## src/rtl/slot_mux_pkg.sv

```systemverilog
// Shared types, default parameters and helpers for the slot multiplexer sequencer.
package slot_mux_pkg;

  typedef enum logic [1:0] {
    StRun,
    StDrain,
    StRst
  } state_t;

  localparam int unsigned DefNSlots      = 64;
  localparam int unsigned DefIoW         = 12;
  localparam int unsigned DefSyncStages  = 2;
  localparam int unsigned DefDrainCycles = 4;
  localparam int unsigned DefRstCycles   = 8;
  localparam int unsigned DefSelStable   = 16;

  // Out-of-range slot requests fall back to slot 0.
  function automatic int unsigned clamp_sel(input int unsigned sel, input int unsigned n_slots);
    return (sel < n_slots) ? sel : 32'd0;
  endfunction

endpackage

```

## src/rtl/slot_mux_sync.sv

```systemverilog
// Multi-stage input synchroniser for the shared chip input pins; clears to zero on reset.
module slot_mux_sync
  import slot_mux_pkg::*;
#(
  parameter int unsigned SYNC_STAGES = DefSyncStages,
  parameter int unsigned IO_W        = DefIoW
) (
  input  logic            clock,
  input  logic            reset_n,
  input  logic [IO_W-1:0] d,
  output logic [IO_W-1:0] q
);

  logic [IO_W-1:0] stage_q [SYNC_STAGES];

  // Shift the pins through the flop chain.
  always_ff @(posedge clock or negedge reset_n) begin
    if (!reset_n) begin
      for (int i = 0; i < SYNC_STAGES; i++) stage_q[i] <= '0;
    end else begin
      stage_q[0] <= d;
      for (int i = 1; i < SYNC_STAGES; i++) stage_q[i] <= stage_q[i-1];
    end
  end

  assign q = stage_q[SYNC_STAGES-1];

endmodule

```

## src/rtl/slot_mux_sequencer.sv

```systemverilog
// Routes the shared chip pins to one of N_SLOTS designs. Every selection change is sequenced:
// the output is drained to zero, the new slot receives a reset pulse, then it is connected.
// Optional build macro SLOTMUX_SEL_FILTER_EN: des_sel must be stable for SEL_STABLE cycles
// before it is accepted as a new selection.
module slot_mux_sequencer
  import slot_mux_pkg::*;
#(
  parameter int unsigned N_SLOTS      = DefNSlots,
  parameter int unsigned IO_W         = DefIoW,
  parameter int unsigned SYNC_STAGES  = DefSyncStages,
  parameter int unsigned DRAIN_CYCLES = DefDrainCycles,
  parameter int unsigned RST_CYCLES   = DefRstCycles,
  parameter int unsigned SEL_STABLE   = DefSelStable,
  parameter int unsigned SEL_W        = $clog2(N_SLOTS)
) (
  input  logic                    clock,
  input  logic                    reset_n,
  input  logic [IO_W-1:0]         io_in,
  output logic [IO_W-1:0]         io_out,
  input  logic [SEL_W-1:0]        des_sel,
  input  logic                    hold_if_not_sel,
  input  logic                    sync_inputs,
  output logic [N_SLOTS*IO_W-1:0] des_io_in,
  input  logic [N_SLOTS*IO_W-1:0] des_io_out,
  output logic [N_SLOTS-1:0]      des_reset,
  output logic [SEL_W-1:0]        active_sel,
  output logic                    switching
);

  localparam int unsigned CntMax = (DRAIN_CYCLES > RST_CYCLES) ? DRAIN_CYCLES : RST_CYCLES;
  localparam int unsigned CntW   = $clog2(CntMax + 1);
  // Counter holds remaining cycles minus one, so each state lasts exactly its cycle count.
  localparam logic [CntW-1:0] DrainLoad = CntW'(DRAIN_CYCLES - 1);
  localparam logic [CntW-1:0] RstLoad   = CntW'(RST_CYCLES - 1);

  state_t           state_q, state_d;
  logic [CntW-1:0]  cnt_q, cnt_d;
  logic [SEL_W-1:0] active_q, active_d;
  logic             first_q, first_d;
  logic [IO_W-1:0]  io_out_d;
  logic [IO_W-1:0]  sync_q;
  logic [IO_W-1:0]  in_path;
  logic [SEL_W-1:0] sel_clamped;
  logic [SEL_W-1:0] sel_accepted;
  logic [IO_W-1:0]  slot_out [N_SLOTS];

  slot_mux_sync #(
    .SYNC_STAGES(SYNC_STAGES),
    .IO_W       (IO_W)
  ) u_sync (
    .clock  (clock),
    .reset_n(reset_n),
    .d      (io_in),
    .q      (sync_q)
  );

  // Path select is deliberately unprotected; toggling sync_inputs may glitch des_io_in.
  assign in_path     = sync_inputs ? sync_q : io_in;
  assign sel_clamped = SEL_W'(clamp_sel(32'(des_sel), N_SLOTS));

`ifdef SLOTMUX_SEL_FILTER_EN
  localparam int unsigned StabW = $clog2(SEL_STABLE + 1);
  localparam logic [StabW-1:0] StabFull = StabW'(SEL_STABLE);

  logic [SEL_W-1:0] cand_q, cand_d, acc_q;
  logic [StabW-1:0] stab_q, stab_d;

  // Track how long the current candidate has been requested; any change restarts the count.
  always_comb begin
    cand_d = cand_q;
    stab_d = stab_q;
    if (first_q) begin
      // The power-on selection is taken as already stable.
      cand_d = sel_clamped;
      stab_d = StabFull;
    end else if (sel_clamped != cand_q) begin
      cand_d = sel_clamped;
      stab_d = StabW'(1);
    end else if (stab_q != StabFull) begin
      stab_d = stab_q + 1'b1;
    end
  end

  assign sel_accepted = (stab_q == StabFull) ? cand_q : acc_q;

  // Filter state registers.
  always_ff @(posedge clock or negedge reset_n) begin
    if (!reset_n) begin
      cand_q <= '0;
      stab_q <= '0;
      acc_q  <= '0;
    end else begin
      cand_q <= cand_d;
      stab_q <= stab_d;
      acc_q  <= sel_accepted;
    end
  end
`else
  assign sel_accepted = sel_clamped;
`endif

  // Sequencer next-state: quiesce, switch, reset the new slot, then connect it.
  always_comb begin
    state_d  = state_q;
    cnt_d    = cnt_q;
    active_d = active_q;
    first_d  = first_q;
    unique case (state_q)
      StRst: begin
        if (first_q) begin
          // First clock after reset: latch the requested slot and start a full reset pulse.
          first_d  = 1'b0;
          active_d = sel_clamped;
          cnt_d    = RstLoad;
        end else if (cnt_q == '0) begin
          state_d = StRun;
        end else begin
          cnt_d = cnt_q - 1'b1;
        end
      end
      StRun: begin
        if (sel_accepted != active_q) begin
          state_d = StDrain;
          cnt_d   = DrainLoad;
        end
      end
      StDrain: begin
        if (cnt_q == '0) begin
          active_d = sel_accepted;
          state_d  = StRst;
          cnt_d    = RstLoad;
        end else begin
          cnt_d = cnt_q - 1'b1;
        end
      end
      default: begin
        state_d = StRst;
        cnt_d   = RstLoad;
      end
    endcase
  end

  assign io_out_d = (state_q == StRun) ? slot_out[active_q] : '0;

  // Sequencer state and registered pin output.
  always_ff @(posedge clock or negedge reset_n) begin
    if (!reset_n) begin
      state_q  <= StRst;
      cnt_q    <= '0;
      active_q <= '0;
      first_q  <= 1'b1;
      io_out   <= '0;
    end else begin
      state_q  <= state_d;
      cnt_q    <= cnt_d;
      active_q <= active_d;
      first_q  <= first_d;
      io_out   <= io_out_d;
    end
  end

  assign active_sel = active_q;
  assign switching  = (state_q != StRun);

  for (genvar s = 0; s < N_SLOTS; s++) begin : g_slot
    logic is_active;
    assign is_active   = (active_q == SEL_W'(s));
    assign slot_out[s] = des_io_out[s*IO_W +: IO_W];
    assign des_io_in[s*IO_W +: IO_W] = (is_active || !hold_if_not_sel) ? in_path : '0;
    // Until the first selection is latched every slot stays in reset.
    assign des_reset[s] = first_q | (is_active ? (state_q == StRst) : hold_if_not_sel);
  end

endmodule

```

## config.mk

```make
export PLATFORM = sky130hd
export DESIGN_NAME = slot_mux_sequencer
export DESIGN_NICKNAME = d
export VERILOG_FILES = /design/src/rtl/slot_mux_pkg.sv /design/src/rtl/slot_mux_sync.sv /design/src/rtl/slot_mux_sequencer.sv
export SDC_FILE = /design/constraint.sdc
export NUM_CORES = 1
export LEC_CHECK = 0
export ABC_AREA = 1
export BUFFER_PORTS_ARGS = -buffer_cell sky130_fd_sc_hd__buf_2
export CAP_MARGIN = 20
export CORE_AREA = 5 5 631 633
export CTS_BUF_LIST = sky130_fd_sc_hd__clkbuf_8
export DETAILED_ROUTE_END_ITERATION = 10
export DIE_AREA = 0 0 636 638
export PLACE_DENSITY = 0.3
export SLEW_MARGIN = 20
export SYNTH_ARGS = -nofsm -noshare
export SYNTH_HDL_FRONTEND = slang
export SYNTH_SLANG_ARGS = --single-unit
```

## constraint.sdc

```tcl
create_clock -name clock -period 2.1 [get_ports clock]
set_input_delay 0.21 -clock clock [delete_from_list [all_inputs] [get_ports clock]]
set_output_delay 0.21 -clock clock [all_outputs]
set_load 0.02 [all_outputs]
```

; ---- Word-level counts from Yosys, hierarchy flattened
; Cells that the tools add are included.
[op_classes]
n_addsub = 1
mul = 0
div_mod_pow = 0
order_cmp = 1
eq_ne = 72
shift = 0
mux = 146
n_bitwise = 65
reduce_logical = 73
[ops]
columns = cell, count
row1 = 2-to-1 mux 12 bit, 68
row2 = == test 6 bit (second input constant), 32
row3 = == test 6 x 5 -> 1 bit (second input constant), 16
row4 = binary-select mux 12 bit (select 6 bit), 1
row5 = logical OR 1 bit, 64
row6 = 2-to-1 mux 1 bit, 64
row7 = bitwise OR 1 bit, 64
row8 = == test 6 x 4 -> 1 bit (second input constant), 8
row9 = == test 6 x 3 -> 1 bit (second input constant), 4
row10 = 2-to-1 mux 4 bit, 4
row11 = == test 6 x 2 -> 1 bit (second input constant), 2
row12 = 2-to-1 mux 6 bit, 2
row13 = case mux 4 bit (3 select lines), 1
row14 = case mux 6 bit (2 select lines), 1
row15 = != test 2 bit (second input constant), 5
row16 = 2-to-1 mux 2 bit, 4
row17 = greater-or-equal comparator 7 bit (second input constant), 1
row18 = NOT 6 -> 7 bit, 1
row19 = == test 6 x 1 -> 1 bit (second input constant), 1
row20 = zero test 6 bit, 1
row21 = != test 6 bit, 1
row22 = case mux 2 bit (3 select lines), 1
row23 = zero test 4 bit, 1
row24 = AND reduction 4 bit, 1
row25 = 9 further kinds, 10
[word_totals]
regBits = 49
latch_bits = 0
ram_bits = 0
romBits = 0
input_bits = 790
wordCells = 365
mem_count = 0

; ---- Depth between registers and ports, before layout
; Gate-level depths: netlist (run 1).
[logic_depth]
depth_word = 5
depth_mapped = 14
depth_no_buf = 11

; ---- Cells and area by module
; From an unflattened synthesis (run 1), not the netlist that was laid out.
[hier_totals]
hier_cells = 3533
area_unflattened_um2 = 15313.4
[by_module_without_submodules]
columns = mod, n_inst, cells_each, area_each_um2
row1 = slot_mux_sequencer, 1, 3497, 14622.8
row2 = slot_mux_sync, 1, 36, 690.7

; ---- Least setup slack after synthesis (run 1)
; Ideal clock, no wire load.
[synth_path]
path_kind = flip-flop to output port
startpoint = reg active_q[0], in the netlist active_sel[0]
endpoint = out des_io_in[217]
arrival_time_ns = 1.761
t_required_ns = 1.890
slack_ns = 0.129
stages_incl_launch_ff = 11
n_path_buf = 3
cell_sequence = dfrtp_1 buf_6 inv_4 buf_6 nand2_2 nor2_1 nand2_1 nand2_1 inv_1 buf_2 nor2_1
[synth_between]
elab_chain_len = 3
[synth_rtl]
columns = item, line
row1 = start: declaration, slot_mux_sequencer.sv:38  ; logic [SEL_W-1:0] active_q, active_d;
row2 = start signal: assignment, slot_mux_sequencer.sv:156  ; active_q <= active_d;
row3 = == test 6 x 5 -> 1 bit, slot_mux_sequencer.sv:167  ; assign is_active = (active_q == SEL_W'(s));
row4 = logical OR 1 bit, slot_mux_sequencer.sv:169  ; assign des_io_in[s*IO_W +: IO_W] = (is_active || !hold_if_not_sel) ? in_path : '0;
row5 = 2-to-1 mux 12 bit, slot_mux_sequencer.sv:169
row6 = end: declaration, slot_mux_sequencer.sv:23  ; output logic [N_SLOTS*IO_W-1:0] des_io_in,
; No other way between the ends.

; ---- Worst setup path in the final report (run 1)
[layout_path]
startpoint = reg active_q[0], in the netlist active_sel[0]
endpoint = out des_io_in[350]
; Same word-level chain as after synthesis.

==> metrics.cfg, run 1 <==
[yosys]
synth_top_area_cell=nand2_1
synth_area_per_cell_um2=4.34
yosysSeqAreaShare=0.0806
synthesis.instances=3515
synth_nets=4306
synth_top_area_frac=0.486
ys_warn_count=0
synthTopCellsByArea=nand2_1 (49%), nor2_1 (20%), dfrtp_1 (7.7%), buf_2 (5.9%), nand3_1 (3.0%)
syn_area_mm2=0.0152
ys_ff_latch=49
synth_cell_types=32

[placement]
gp_congestion=0.850
dp_hpwl_um=213000
io_buffers=1640
dp_worst_setup_slack_ns=-0.790
dpl-instance-area_mm2=0.0343

[setup_path]
crit_start=active_sel[0]
endpoint_kind=primary output
cp-endpoint=des_io_in[350]
cp_max_fo=6
worstRegToRegCells=16
worstPathArrival_ns=2.50
required_ns=1.89
cp-start-kind=flop
regToRegStartpoint=active_sel[0]
regToRegEndpoint=io_out[4]
path_class=flop to primary output
r2r_slack_ns=-0.55

[cts]
worst_skew_pair.late_latency_ns=0.40
numCtsBuffers=5
htree_num_levels=2
clk_root_buffer_cell=clkbuf_8
clkSlewWorstSetupHoldPaths_ns=0.14
cts_sinks=49
cts_tree=built
cts.path.max_buffers=2

[run]
maxCapViolCount=0

[timing]
fin_ws_ns=-0.611
grt_setup_unrepaired=yes
slew_violations=0
max_slew.worst_pin.slew_ns=0.631
period_needed_ns=2.71
finalCritPeriodShare=1.29
fin_tns_setup_ns=-360.64
setup_viol=850
max_freq_ghz=0.369
whs_ns=0.0690
finClkSkew_ns=0.0319
max_slew_margin=0.579
finalHoldViolCount=0

[die]
core_mm2=0.391
io_pins=1641
die_w_um=636
die-area_mm2=0.406
num_rows=230
initial_core_util=0.0389
die_h_um=638

[drt]
ant_nets=0
drcViolationCount=0
wire_per_inst_um=22.8
viasPerCell=2.81
num_vias=29764
drtPass1Iterations=5
finalWirelength_um=242000
drtIter0Drc=1823

[power]
ir_worst_vdd_v=0.000455
total_power_mw=39.6
power_density_mw_per_mm2=996
power_leakage_nw=20.2

[grt]
grt_usage=0.111
antenna_found_initial=104
grt_start_max_net_pins=91
overflow=0
grt_pass1_vias=29682
grt_pass1_wl_um=302000

[worst_hold_path]
hp-class=input pin to flop

[status]
outcome=complete, but fails checks
violations=setup timing

[final_layout]
design_area_mm2=0.0398
drive_gt1_frac=0.486
fin_nets=6155
syn2layout_area_growth_pct=161

[Yosys cell counts (all sizes together)]
cell    count
a311o      12
nor2      824
nand4      12
a21oi      14
nor3        1
dfrtp      47
dfstp       2
a31oi       1
nor3b       1
xor2        1
o211ai     52
xnor2       1
clkbuf    117
a221oi      1
inv        81
nand2    1980
mux2i      12
buf       202
o22ai       3
o21ai      60
nand3      90
ha          1
[worst min path at each step]
stage	slack [ns]	start	to	cells after the start
finish	0.07	des_sel[2]	active_sel[2]	3
detailed placement	0.23	reset_n	u_sync.q[6]	2
CTS	0.004	des_sel[2]	active_sel[2]	3
floorplan	-0.09	reset_n	active_sel[0]	0
global route	0.03	des_sel[4]	active_sel[4]	3
global placement	0.24	reset_n	u_sync.q[1]	2
[power breakdown]
group          switching [mW]  internal [mW]
combinational            23.8           13.6
sequential              0.259           1.16
clock                   0.503          0.360
[cell type report]
cell class / instances / area (um2)
clock inverters: 3 / 43.8
inverters: 81 / 572
repair inverters: 8 / 77.6
diodes: 26 / 65.1
clock buffers: 5 / 68.8
fillers: 46658 / 352000
well taps: 5220 / 6530
multi-input cells: 3066 / 14700
flip-flops and latches: 49 / 1240
repair buffers: 2153 / 16600
[sequential cells by signal (all words and copies together) (netlist names)]
| name | flops |
|---|---|
| io_out | 12 |
| u_sync.q | 12 |
| u_sync.stage_q | 12 |
| active_sel | 6 |
| cnt_q | 4 |
| state_q | 2 |
| first_q | 1 |
[kinds of logic after synthesis]
| kind of cell | after synthesis | synth area share |
|---|---|---|
| compound gates | 143 | 0.0600 |
| xor+xnor | 2 | 0.00115 |
| fa+ha+maj | 1 | 0.000821 |
| buf+inv | 400 | 0.117 |
| flops | 49 | 0.0806 |
| mux | 12 | 0.0103 |
| simple gates | 2908 | 0.730 |
[cells in the final DEF (no fill, tap or decap), types with 14 or more instances in the layout]
master / instances
inv_4: 19
o211ai_1: 52
nor2_4: 172
dfrtp_1: 43
nand2_8: 14
dlygate4sd3_1: 14
nand3_1: 88
nor2_1: 600
nor2_2: 51
inv_1: 23
diode_2: 26
nand2_1: 1862
inv_2: 14
buf_2: 1273
buf_12: 191
o21ai_1: 28
o21ai_2: 15
nand2_2: 59
buf_6: 201
nand2_4: 45
buf_4: 444
[per-layer routing]
metal / up-vias / GRT usage / wire [um]
met5: - / 0 / 205
met4: 36 / 0.0169 / 4690
met3: 230 / 0.0213 / 12800
met2: 1227 / 0.228 / 137000
met1: 13941 / 0.118 / 87000
li1: 14330 / - / -
[per-stage QoR]
step	util	std cells
floorplan	-	3515
global placement	0.0877	10509
detailed placement	0.0877	10509
CTS	0.0928	10562
global route	0.102	10598
finish	0.102	10611
[timing repair]
action,in CTS,in global routing
setup buffers,27,15
hold buffers,14,0
endpoints found under the setup margin,848,852
endpoints found under the hold margin,60,0
cloned,7,13
resized for setup,428,939
pin swaps,18,50
[worst max-delay path: stages, from the launching register on]
cell	delay [ns]
dfrtp_4	0.54
buf_12	0.16
buf_12	0.15
nand2_8	0.10
buf_6	0.11
nor2_4	0.04
buf_12	0.13
buf_12	0.13
a21oi_4	0.15
buf_12	0.16
buf_12	0.14
nor2_1	0.05
buf_2	0.18
Power figures use the tool's default switching activity.
==> run 2: changes to the inputs <==
--- a/config.mk
+++ b/config.mk
@@ -8,10 +8,9 @@
 export ABC_AREA = 1
 export BUFFER_PORTS_ARGS = -buffer_cell sky130_fd_sc_hd__buf_2
 export CAP_MARGIN = 20
-export CORE_AREA = 5 5 631 633
-export CTS_BUF_LIST = sky130_fd_sc_hd__clkbuf_8
+export CORE_AREA = 5 5 639 641
 export DETAILED_ROUTE_END_ITERATION = 10
-export DIE_AREA = 0 0 636 638
+export DIE_AREA = 0 0 644 646
 export PLACE_DENSITY = 0.3
 export SLEW_MARGIN = 20
 export SYNTH_ARGS = -nofsm -noshare
==> run 2 against run 1 <==
The run still ends with setup timing left. Final area rose by 3.6%. Clock skew up 0.0051 ns. Final cell count is 1.3% higher. Combinational power up 1%. Fmax rose by 2.4%. Routed wire length down 0.86%. Register-to-register slack improved by 0.05 ns. Via count rose by 1.0%. Sequential share of layout area shrank 0.11 points. Critical path type unchanged. Critical endpoint is now des_reset[45]. Largest cell class unchanged. Highest routed layer unchanged.
==> metrics.cfg, run 2 (synthesis results as in run 1) <==
[power]
power_density_mw_per_mm2=979
ir_worst_vdd_v=0.000505
power_leakage_nw=20.8

[final_layout]
layout_commonest_cell=nand2_1
syn2layout_area_growth_pct=171
final_cell_mix=nand2_1 (1834), buf_2 (1283), nor2_1 (564), buf_4 (454), buf_6 (269)
fin_util=0.103
fin_nets=6234
fill_cells=47639
drive_gt1_frac=0.506
instances_no_fill=10746

[grt]
grt_start_max_net_pins=56
overflow=0
antenna_found_initial=77
grt_usage=0.107
grt_pass1_wl_um=300000
grt_pass1_vias=30329

[setup_path]
worstPathArrival_ns=2.44
endpoint_kind=primary output
cp_common_cell=buf_12
required_ns=1.89
path_cells=buf_12, nand2_8, buf_6, nor2_4, buf_12, a21oi_4, buf_12, a311o_1, buf_6
cpPeakStageDelay_ns=0.58
crit_family=buffers and inverters
cp_max_fo=13
path_class=flop to primary output
cp-start-kind=flop
worst_path_max_delay_cell=dfrtp_4
critPathBufInv=5

[timing]
fin_ws_ns=-0.546
max_slew.worst_pin.slew_ns=0.802
setup_viol=844
grt_setup_unrepaired=yes
finalHoldViolCount=0
finClkSkew_ns=0.0370
slew_violations=0
fin_tns_setup_ns=-312.10
max_slew_margin=0.465
finalCritPeriodShare=1.26
max_freq_ghz=0.378
period_needed_ns=2.65

[cts]
cts_tree=built
cts_sinks=49
htree_num_levels=2
worst_skew_pair.late_latency_ns=0.38
clkSlewWorstSetupHoldPaths_ns=0.12
numCtsBuffers=5
clk_root_buffer_cell=clkbuf_16
cts.path.max_buffers=2

[die]
core_mm2=0.402
die_w_um=644
die_h_um=646
num_rows=233
io_pins=1641
die-area_mm2=0.416
initial_core_util=0.0379

[drt]
finalWirelength_um=240000
num_vias=30061
viasPerCell=2.80
wire_per_inst_um=22.3
drtPass1Iterations=5
drcViolationCount=0
ant_nets=0
drtIter0Drc=1777

[placement]
dp_worst_setup_slack_ns=-0.846
io_buffers=1640
gp_congestion=0.854
dp_cells=10650
dp_hpwl_um=211000

[status]
outcome=complete, but fails checks
violations=setup timing

[worst_hold_path]
hp-class=input pin to flop

[run]
maxCapViolCount=0

## run 2: worst reg2reg max path, delay by kind of cell, from the launching register on
kind | cells | cell delay (ns)
buffers and inverters | 5 | 0.77
AOI/OAI and AO/OA | 1 | 0.14
DFF | 1 | 0.60
and+or+nand+nor | 7 | 0.97
## run 2: final timing paths
kind	startpoint	endpoint	slack, ns	depth (start not counted)
max in group asynchronous	reset_n	io_out[11]	0.95	3
min	des_sel[2]	active_sel[2]	0.11	3
max	active_sel[0]	des_reset[45]	-0.55	9
max reg2reg	active_sel[0]	io_out[9]	-0.50	13
min reg2reg	u_sync.stage_q[13]	u_sync.q[1]	0.35	0
min in group asynchronous	reset_n	cnt_q[2]	0.43	2
## run 2: repair_timing
item,4_1_cts,5_1_grt
hold endpoints to repair,21,0
setup endpoints to repair,844,846
pin swaps,37,30
hold buffers,13,0
gates cloned,14,10
buffers inserted,36,8
resized for setup,893,682
## run 2: report_power, final
part           internal [mW]  switching, mW  total [mW]  leakage [nW]
sequential              1.16          0.249        1.41         0.586
clock                  0.466          0.660        1.13        0.0764
combinational           13.8           24.1        37.9          20.1
total                   15.4           25.0        40.4          20.8
## run 2: final cells by class
| cell class | instances | area, um2 | area share |
|---|---|---|---|
| tap | 5287 | 6620 | 0.160 |
| multi-input combinational | 3066 | 15300 | 0.370 |
| inverter | 81 | 666 | 0.0161 |
| antenna | 15 | 37.5 | 0.000910 |
| timing repair buffer | 2225 | 17100 | 0.415 |
| clock buffer | 5 | 125 | 0.00303 |
| clock inverter | 3 | 28.8 | 0.000697 |
| timing repair inverter | 15 | 163 | 0.00394 |
| sequential | 49 | 1240 | 0.0300 |
## run 2: stage by stage
step           cell area [um2]  hold WS (ns)  total power [mW]
3_5_place_dp             35000         0.312              37.1
2_1_floorplan            15200       -0.0856              15.3
3_3_place_gp             35000         0.307              37.5
5_1_grt                  41200         0.106              43.9
4_1_cts                  38800        0.0750              40.8
6_report                 41300         0.110              40.4
## run 2: layer usage
layer  GRT usage  share of wire  vias up
met5           0        0.00061        -
met4      0.0112          0.019       26
met3      0.0186          0.050      191
met2       0.216           0.55     1166
met1       0.120           0.38    14191
li1            -              -    14487
==> run 3: changes to the inputs <==
==> constraint.sdc (replaced) <==
create_clock -name clock -period 3 [get_ports clock]
set_input_delay 0.3 -clock clock [delete_from_list [all_inputs] [get_ports clock]]
set_output_delay 0.3 -clock clock [all_outputs]
set_load 0.02 [all_outputs]
==> run 3 against run 2 <==
The run now ends clean. Final area down 22%. Largest power group unchanged. Clock skew down 0.0099 ns. Via count down 6.4%.
==> metrics.cfg, run 3 (synthesis results as in run 1) <==
[status]
outcome=finished clean

[timing]
finalHoldViolCount=0
slew_violations=0
max_slew.worst_pin.slew_ns=0.861
period_needed_ns=2.86
grt_setup_unrepaired=yes
finalCritPeriodShare=0.955
fin_ws_ns=0.135
max_slew_margin=0.422
finClkSkew_ns=0.0271
max_freq_ghz=0.349
setup_viol=0

[drt]
drtPass1Iterations=5
drtIter0Drc=1910
wire_per_inst_um=22.4
num_vias=28135
viasPerCell=2.71
finalWirelength_um=232000
drcViolationCount=0
ant_nets=0

[power]
total_power_mw=22.3
pwr-share-seq=0.045
power.share.switching=0.704
power_leakage_nw=17.3
pwr-share-clk=0.034
intPower_mw=6.59
p_sw_mw=15.7
power_density_mw_per_mm2=696
ir_worst_vdd_v=0.000356
combPwrFrac=0.920

[worst_hold_path]
holdPathStages=1
holdPathEnd=u_sync.stage_q[18]
hp-class=input pin to flop
hold_start=io_in[6]

[setup_path]
regToRegStartpoint=active_sel[0]
worstPathArrival_ns=2.56
cp_max_fo=12
path_class=flop to primary output
required_ns=2.70
cp-start-kind=flop
r2r_slack_ns=0.21
regToRegEndpoint=io_out[8]
endpoint_kind=primary output
worstRegToRegCells=14

[grt]
overflow=0
antenna_found_initial=87
grt_pass1_wl_um=291000
grt_usage=0.105
grt_pass1_vias=28233
grt_start_max_net_pins=81

[placement]
io_buffers=1640
dpl-instance-area_mm2=0.0309
gp_congestion=0.835
dp_hpwl_um=203000
dp_worst_setup_slack_ns=-0.131

[die]
initial_core_util=0.0379
die_w_um=644
num_rows=233
core_mm2=0.402
die-area_mm2=0.416
io_pins=1641
die_h_um=646

[final_layout]
design_area_mm2=0.0320
fin_nets=5852
syn2layout_area_growth_pct=110
drive_gt1_frac=0.396
fin_util=0.0796
layout_commonest_cell=nand2_1
final_cell_mix=nand2_1 (1956), buf_2 (1609), nor2_1 (794), buf_4 (160), nand3_1 (90)

[run]
maxCapViolCount=0

[cts]
htree_num_levels=2
cts.path.max_buffers=2
clk_root_buffer_cell=clkbuf_16
worst_skew_pair.late_latency_ns=0.37
numCtsBuffers=5
clkSlewWorstSetupHoldPaths_ns=0.10
cts_tree=built
cts_sinks=49

run 3: changes by cell type in the layout (fill, tap and decap cells not counted), moves of 47 or more:
| cell | before | now |
|---|---|---|
| buf_2 | 1283 | 1609 |
| buf_4 | 454 | 160 |
| buf_6 | 269 | 10 |
| nor2_1 | 564 | 794 |
| nor2_4 | 210 | 14 |
| nand2_1 | 1834 | 1956 |
| buf_12 | 189 | 76 |
| nand2_2 | 60 | 13 |
run 3: stage by stage:
stage | hold WS [ns] | TNS [ns] | cells
after floorplan | 0.00441 | 0 | 3515
after global placement | 0.331 | -1.09 | 10296
after detailed placement | 0.335 | -0.309 | 10296
after CTS | 0.0439 | -1.37 | 10344
after global routing | 0.0457 | -0.115 | 10352
final | 0.0916 | 0 | 10365
run 3: layout make-up:
cell class,instances,area (um2)
fillers,48417,370000
multi-input cells,3066,12600
repair buffers,1856,10900
well taps,5287,6620
flip-flops and latches,49,1240
inverters,81,404
clock buffers,5,125
diodes,16,40.0
clock inverters,3,25.0
repair inverters,2,17.5
run 3: what timing repair did:
item | CTS | global route
setup buffers | 37 | 6
setup endpoints to repair | 487 | 168
pin swaps | 12 | 4
hold buffers | 1 | 0
endpoints found under the hold margin | 11 | 0
gates cloned | 2 | 0
gates resized for setup | 73 | 44
run 3: worst max-delay path by stage:
stage,from,endpoint,cells past startpoint
after global placement,active_sel[0],io_out[11],13
final,active_sel[1],des_io_in[645],11
after global routing,active_sel[1],des_reset[52],7
after CTS,active_sel[1],des_reset[52],7
after floorplan,active_sel[0],des_io_in[217],10
after detailed placement,active_sel[0],io_out[11],13
run 3: routing by layer:
metal	wire (um)	global-route usage	part of all wire
met2	127000	0.209	0.55
met1	86500	0.115	0.37
met4	4680	0.0165	0.020
met3	13100	0.0201	0.056
met5	159	0	0.00069
run 3: power groups by stage:
stage | clock network (mW) | logic, mW | registers, mW
floorplan | 0 | 9.70 | 0.988
global placement | 0 | 21.2 | 1.09
detailed placement | 0 | 21.0 | 1.09
CTS | 0.866 | 21.7 | 1.05
global route | 0.870 | 22.8 | 1.05
finish | 0.763 | 20.5 | 1.01
run 3: critical path, stage by stage, from the launching register on:
cell and delay [ns]:
dfrtp_4 0.54, buf_12 0.16, inv_12 0.14, nand2_4 0.13, nor2_2 0.17, buf_12 0.16, nand2_1 0.08, nand2_1 0.17
inv_4 0.12, buf_4 0.20, nor2_1 0.10, buf_2 0.19
